[src/rtl/vip_stream_pkg.sv]
// ----------------------------------------------------------------------------
// vip_stream_pkg
// Shared types and constants for the frame-timing / test-pattern source:
//   - pat_e   : luma pattern selector encodings
//   - state_e : frame state machine encoding
//   - CNT_W   : width of the horizontal / vertical position counters
//   - in_span : half-open range test used by the region decoder
// ----------------------------------------------------------------------------
package vip_stream_pkg;

    localparam int CNT_W  = 12;
    localparam int FCNT_W = 8;

    typedef enum logic [1:0] {
        PAT_HRAMP = 2'd0,
        PAT_VRAMP = 2'd1,
        PAT_CHECK = 2'd2,
        PAT_FCNT  = 2'd3
    } pat_e;

    typedef enum logic {
        IDLE = 1'b0,
        RUN  = 1'b1
    } state_e;

    // True when lo <= v < hi.
    function automatic logic in_span(input logic [CNT_W-1:0] v,
                                     input logic [CNT_W-1:0] lo,
                                     input logic [CNT_W-1:0] hi);
        return (v >= lo) && (v < hi);
    endfunction

endpackage

[src/rtl/vip_pattern_lut.sv]
// ----------------------------------------------------------------------------
// vip_pattern_lut
// Combinational luma generator for the active picture area.
// Ports:
//   x_i         in  8  low byte of the active-area column index
//   y_i         in  8  low byte of the active-area row index
//   frame_cnt_i in  8  frame counter of the frame being emitted
//   pat_i       in  2  pattern selector latched for the current frame
//   y_o         out 8  pixel luma
// ----------------------------------------------------------------------------
module vip_pattern_lut
    import vip_stream_pkg::*;
(
    input  logic [7:0] x_i,
    input  logic [7:0] y_i,
    input  logic [7:0] frame_cnt_i,
    input  logic [1:0] pat_i,
    output logic [7:0] y_o
);

    always_comb begin
        y_o = '0;
        case (pat_e'(pat_i))
            PAT_HRAMP: y_o = x_i;
            PAT_VRAMP: y_o = y_i;
            // 8x8 tiles: bit 3 of each coordinate flips every 8 pixels/lines.
            PAT_CHECK: y_o = (x_i[3] ^ y_i[3]) ? 8'hFF : 8'h00;
            PAT_FCNT:  y_o = frame_cnt_i;
            default:   y_o = '0;
        endcase
    end

endmodule

[src/rtl/vip_frame_stream_gen.sv]
// ----------------------------------------------------------------------------
// vip_frame_stream_gen
// Frame-timing and test-pattern source for the per_frame_* / per_img_Y stream.
// Position counters run only while a frame is in progress; every output is
// registered from a decode of the counters, so all outputs share one clock of
// latency and stay mutually aligned.
// Ports:
//   clk             in  1  pixel clock
//   rst             in  1  asynchronous active-high reset
//   enable          in  1  run request, sampled only at frame boundaries
//   pattern_sel     in  2  0 h-ramp, 1 v-ramp, 2 checkerboard 8x8, 3 frame count
//   per_frame_vsync out 1  high during the V_SYNC lines of a running frame
//   per_frame_hsync out 1  high for the first H_SYNC clocks of every line
//   per_frame_href  out 1  high for active pixels of active lines
//   per_img_Y       out 8  pixel luma, 0 whenever href is low
//   frame_done      out 1  one-clock pulse on the last clock of each frame
//   busy            out 1  high while a frame is in progress
// ----------------------------------------------------------------------------
module vip_frame_stream_gen
    import vip_stream_pkg::*;
#(
    parameter int H_SYNC   = 4,
    parameter int H_BP     = 20,
    parameter int H_ACTIVE = 640,
    parameter int H_FP     = 16,
    parameter int V_SYNC   = 2,
    parameter int V_BP     = 10,
    parameter int V_ACTIVE = 480,
    parameter int V_FP     = 5
) (
    input  logic       clk,
    input  logic       rst,
    input  logic       enable,
    input  logic [1:0] pattern_sel,
    output logic       per_frame_vsync,
    output logic       per_frame_hsync,
    output logic       per_frame_href,
    output logic [7:0] per_img_Y,
    output logic       frame_done,
    output logic       busy
);

    localparam int H_TOTAL = H_SYNC + H_BP + H_ACTIVE + H_FP;
    localparam int V_TOTAL = V_SYNC + V_BP + V_ACTIVE + V_FP;

    localparam logic [CNT_W-1:0] H_LAST    = CNT_W'(H_TOTAL - 1);
    localparam logic [CNT_W-1:0] V_LAST    = CNT_W'(V_TOTAL - 1);
    localparam logic [CNT_W-1:0] H_SYNC_E  = CNT_W'(H_SYNC);
    localparam logic [CNT_W-1:0] V_SYNC_E  = CNT_W'(V_SYNC);
    localparam logic [CNT_W-1:0] H_ACT_B   = CNT_W'(H_SYNC + H_BP);
    localparam logic [CNT_W-1:0] H_ACT_E   = CNT_W'(H_SYNC + H_BP + H_ACTIVE);
    localparam logic [CNT_W-1:0] V_ACT_B   = CNT_W'(V_SYNC + V_BP);
    localparam logic [CNT_W-1:0] V_ACT_E   = CNT_W'(V_SYNC + V_BP + V_ACTIVE);

    state_e              state_q, state_d;
    logic [CNT_W-1:0]    h_cnt_q, h_cnt_d;
    logic [CNT_W-1:0]    v_cnt_q, v_cnt_d;
    logic [FCNT_W-1:0]   frame_cnt_q, frame_cnt_d;
    logic [1:0]          pat_q, pat_d;

    logic                line_end, frame_end, run;
    logic [7:0]          x_lo, y_lo, lut_y;

    logic                vsync_d, hsync_d, href_d, fdone_d, busy_d;
    logic [7:0]          y_d;

    assign run       = (state_q == RUN);
    assign line_end  = (h_cnt_q == H_LAST);
    assign frame_end = line_end && (v_cnt_q == V_LAST);

    // ------------------------------------------------------------------
    // Frame state machine and position counters
    // ------------------------------------------------------------------
    always_ff @(posedge clk or posedge rst) begin
        if (rst) begin
            state_q     <= IDLE;
            h_cnt_q     <= '0;
            v_cnt_q     <= '0;
            frame_cnt_q <= '0;
            pat_q       <= '0;
        end else begin
            state_q     <= state_d;
            h_cnt_q     <= h_cnt_d;
            v_cnt_q     <= v_cnt_d;
            frame_cnt_q <= frame_cnt_d;
            pat_q       <= pat_d;
        end
    end

    always_comb begin
        state_d     = state_q;
        h_cnt_d     = h_cnt_q;
        v_cnt_d     = v_cnt_q;
        frame_cnt_d = frame_cnt_q;
        pat_d       = pat_q;
        case (state_q)
            IDLE: begin
                h_cnt_d = '0;
                v_cnt_d = '0;
                if (enable) begin
                    state_d = RUN;
                    pat_d   = pattern_sel;
                end
            end
            RUN: begin
                if (line_end) begin
                    h_cnt_d = '0;
                    v_cnt_d = frame_end ? '0 : v_cnt_q + CNT_W'(1);
                end else begin
                    h_cnt_d = h_cnt_q + CNT_W'(1);
                end
                // enable and pattern_sel only matter here, so a frame always
                // completes and keeps one pattern from start to end.
                if (frame_end) begin
                    frame_cnt_d = frame_cnt_q + FCNT_W'(1);
                    if (enable) begin
                        pat_d = pattern_sel;
                    end else begin
                        state_d = IDLE;
                    end
                end
            end
            default: state_d = IDLE;
        endcase
    end

    // ------------------------------------------------------------------
    // Region decode and pattern lookup
    // ------------------------------------------------------------------
    // Only the low byte of the active-area coordinates feeds the patterns;
    // the low byte of the difference equals the difference of low bytes.
    assign x_lo = h_cnt_q[7:0] - H_ACT_B[7:0];
    assign y_lo = v_cnt_q[7:0] - V_ACT_B[7:0];

    vip_pattern_lut u_lut (
        .x_i         (x_lo),
        .y_i         (y_lo),
        .frame_cnt_i (frame_cnt_q),
        .pat_i       (pat_q),
        .y_o         (lut_y)
    );

    always_comb begin
        vsync_d = run && (v_cnt_q < V_SYNC_E);
        hsync_d = run && (h_cnt_q < H_SYNC_E);
        href_d  = run && in_span(h_cnt_q, H_ACT_B, H_ACT_E)
                      && in_span(v_cnt_q, V_ACT_B, V_ACT_E);
        y_d     = href_d ? lut_y : 8'd0;
        fdone_d = run && frame_end;
        busy_d  = run;
    end

    // ------------------------------------------------------------------
    // Output registers
    // ------------------------------------------------------------------
    always_ff @(posedge clk or posedge rst) begin
        if (rst) begin
            per_frame_vsync <= 1'b0;
            per_frame_hsync <= 1'b0;
            per_frame_href  <= 1'b0;
            per_img_Y       <= 8'd0;
            frame_done      <= 1'b0;
            busy            <= 1'b0;
        end else begin
            per_frame_vsync <= vsync_d;
            per_frame_hsync <= hsync_d;
            per_frame_href  <= href_d;
            per_img_Y       <= y_d;
            frame_done      <= fdone_d;
            busy            <= busy_d;
        end
    end

endmodule

[config.mk]
export PLATFORM = sky130hd
export DESIGN_NAME = vip_frame_stream_gen
export DESIGN_NICKNAME = d
export VERILOG_FILES = /design/src/rtl/vip_stream_pkg.sv /design/src/rtl/vip_pattern_lut.sv /design/src/rtl/vip_frame_stream_gen.sv
export SDC_FILE = /design/constraint.sdc
export NUM_CORES = 1
export LEC_CHECK = 0
export CORE_ASPECT_RATIO = 1.1
export CORE_MARGIN = 5
export CORE_UTILIZATION = 25
export CTS_BUF_LIST = sky130_fd_sc_hd__clkbuf_8
export DETAILED_ROUTE_END_ITERATION = 12
export GPL_TIMING_DRIVEN = 0
export PLACE_DENSITY = 0.5
export SYNTH_ARGS = -nofsm -noshare
export SYNTH_HDL_FRONTEND = slang
export SYNTH_HIERARCHICAL = 1
export SYNTH_SLANG_ARGS = --single-unit
export TNS_END_PERCENT = 100
[constraint.sdc]
create_clock -name clk -period 5.09 [get_ports clk]
set_clock_uncertainty 0.2 [all_clocks]
set_input_delay 1.018 -clock clk [delete_from_list [all_inputs] [get_ports clk]]
set_output_delay 1.018 -clock clk [all_outputs]
set_load 0.005 [all_outputs]
==> impl_metrics.csv <==
group,metric,value,unit
drt,post_drt_wl_per_cell,14.96,µm
global_route,grt_remaining_overflow,0,
synth,synth-seq-cells,48,
drt,firstDrtPassIters,4,
worst_setup_path,critPathMaxStageDelay,620,ps
worst_setup_path,startpoint_type,"register",
synth,syn_avg_cell_area,9.679,µm²
clock_network,post-cts-setup-buffer-count,0,
worst_setup_path,worstPathCellList,"or4_4 -> buf_6 -> nor4_2 -> nand3_1 -> mux2_2",
synth,yosysSeqAreaShare,42.07,%
timing,tns,0,ps
final_layout,final_cell_mix,"dfrtp_1, nand2_1, nor2_1",
clock_network,clk_latency,310,ps
power_and_ir_drop,ir_worst_vdd,0.1094,mV
clock_network,htree_levels,2,
final_layout,final_cell_area,3326,µm²
timing,max_freq,369.0,MHz
drt,drt-total-wl,7046,µm
clock_network,root_buffer,"clkbuf_8",
drt,vias_per_cell,4.762,
worst_setup_path,path_delay_family,"simple AND/OR/NAND/NOR gates",
placement,routabilityCongestion,0.8216,
timing,fin_crit_sh,53.25,%
global_route,grt_max_degree,31,
power_and_ir_drop,power_density,190.4,nW/µm²
flow_run,maxCapViolations,0,
clock_network,cts_buffer_depth,2,
placement,dp_hpwl,5191,µm
timing,hold_violations,0,
synth,ys_types,51,
timing,max_slew_margin,49.93,%
global_route,grt_first_pass_wirelength,11990,µm
die,fp.dieH,122.1,µm
die,core-area,11340,µm²
timing,worstMarginPinSlew,745.3,ps
clock_network,ctsResizeCount,0,
worst_setup_path,worstPathArrival,2700,ps
die,start_util,25.18,%
final_layout,fin_util,29.33,%
timing,fin_crit,2710,ps
placement,port_buffers,17,
global_route,antenna_found_initial,0,
die,die-area,13660,µm²
die,die_w,111.9,µm
final_layout,mostFrequentLayoutCell,"dfrtp_1",
final_layout,num_antenna_cells,0,
status,status,"finished clean",
clock_network,hold_buffers,0,
power_and_ir_drop,total_power,0.0006332,W
drt,drcViolationCount,0,
timing,rsz0062_at_grt,"no",
worst_setup_path,critPathMaxFanout,7,
final_layout,drive_gt1_share,11.21,%
timing,maxSlewViolCount,0,
synth,synthArstFlopShare,100.0,%
die,io_pins,18,
worst_setup_path,required,5080,ps
power_and_ir_drop,power_leakage,1.388,nW
drt,drt_iter0_markers,139,
final_layout,fin_cells,471,
drt,vias,2243,
drt,ant_nets,0,
die,rows,41,
worst_setup_path,critPathBufInv,1,
global_route,grtUsageTotal,10.88,%
worst_setup_path,cp_slowest_cell,"nor4_2",
clock_network,cts_buffers,5,
global_route,grt_pass1_vias,2248,
synth,mappedNetlistArea,2855,µm²
timing,setup_viol_count_final,0,
clock_network,cts_sinks,48,
synth,yosys_warnings,6,
worst_setup_path,endpoint_kind,"register",
clock_network,tritoncts,"built",
synth,ys.flop_type,"dfrtp_1",
clock_network,cts.clk_slew.worst_paths,90,ps
synth,synth_cells,295,
worst_setup_path,path_class,"reg -> reg",
placement,placedCellCount,463,
final_layout,area_growth,16.48,%
worst_hold_path,min_path_type,"reg -> reg",
synth,synth_edf_count,0,
final_layout,final_nets,334,
synth,syn_nets,309,
placement,postPlaceCellArea,3233,µm²
==> stage by stage <==
step           worst slack (ps)  hold WS (ps)
5_1_grt                    2222         310.6
3_5_place_dp               2371         289.5
4_1_cts                    2353         301.9
3_3_place_gp               1673         290.3
2_1_floorplan              2728         241.9
6_report                   2380         287.6
==> cells by family after synthesis <==
logic type	share of synthesized area, %
compound gates	12.36
buf+inv	4.513
simple gates	24.45
flops	42.07
fa+ha+maj	3.944
mux	4.689
xor+xnor	7.976
==> where the power goes <==
part / switching (W) / internal, W
clock: 0.000130 / 0.000109
combinational: 0.00000868 / 0.00000494
sequential: 0 / 0.000381
==> final cells by class <==
| cell class | count | area (µm²) |
|---|---|---|
| Buffer | 15 | 76.32 |
| Clock buffer | 6 | 82.58 |
| Clock inverter | 2 | 10.01 |
| Fill cell | 1214 | 8011 |
| Inverter | 14 | 52.55 |
| Multi-Input combinational cell | 218 | 1525 |
| Sequential cell | 48 | 1201 |
| Tap cell | 150 | 187.7 |
| Timing Repair Buffer | 18 | 190.2 |
==> cell usage after synthesis (2+ instances only) <==
library cell,number,share of area [%]
nand3_1,18,3.2
a22oi_2,6,2.6
nor4_1,5,1.1
dfrtp_1,48,42
nor3_1,9,1.6
nand4b_1,2,0.61
or4_1,4,1.1
xnor2_1,14,4.3
xor2_1,12,3.7
and3_1,3,0.66
o22ai_1,2,0.44
a211oi_1,2,0.53
a21oi_1,14,2.5
o211ai_1,4,1.1
nand2b_1,4,0.88
nand2_1,27,3.5
o31ai_1,5,1.3
ha_1,9,3.9
mux2_4,6,3.2
or3_1,6,1.3
buf_6,2,0.79
clkbuf_1,10,1.3
nor2_1,19,2.5
nor3b_1,10,2.6
inv_1,14,1.8
and4_1,2,0.61
o21ai_0,3,0.53
nand3b_1,2,0.53
mux2_1,2,0.79
nand4_1,9,2.0
a31o_2,2,0.61
==> flip-flops by register name, summed over array words and instances, names as in the netlist <==
name / count
h_cnt_q: 12
per_frame_hsync: 1
pat_q: 2
busy: 1
per_frame_vsync: 1
frame_cnt_q: 8
per_frame_href: 1
frame_done: 1
busy_d: 1
per_img_Y: 8
v_cnt_q: 12
==> metal layers <==
layer	track usage [%]	routed length, µm	vias up
met5	0	0	-
met1	15.09	3414	1083
met3	2.136	268	6
li1	-	-	1112
met2	17.65	3298	42
met4	2.281	64	0
==> final timing paths <==
path	startpoint	endpoint	slack [ps]	depth (start not counted)
max	h_cnt_q[4]$_DFF_PP0_	frame_cnt_q[1]$_DFFE_PP0P_	2380	5
min	frame_cnt_q[7]$_DFFE_PP0P_	frame_cnt_q[7]$_DFFE_PP0P_	290	1
max reg2reg	h_cnt_q[4]$_DFF_PP0_	frame_cnt_q[1]$_DFFE_PP0P_	2380	5
min reg2reg	frame_cnt_q[7]$_DFFE_PP0P_	frame_cnt_q[7]$_DFFE_PP0P_	290	1
max in group asynchronous	rst	frame_cnt_q[0]$_DFFE_PP0P_	3360	3
min in group asynchronous	rst	h_cnt_q[6]$_DFF_PP0_	820	2
(Power assumes the default switching activity.)
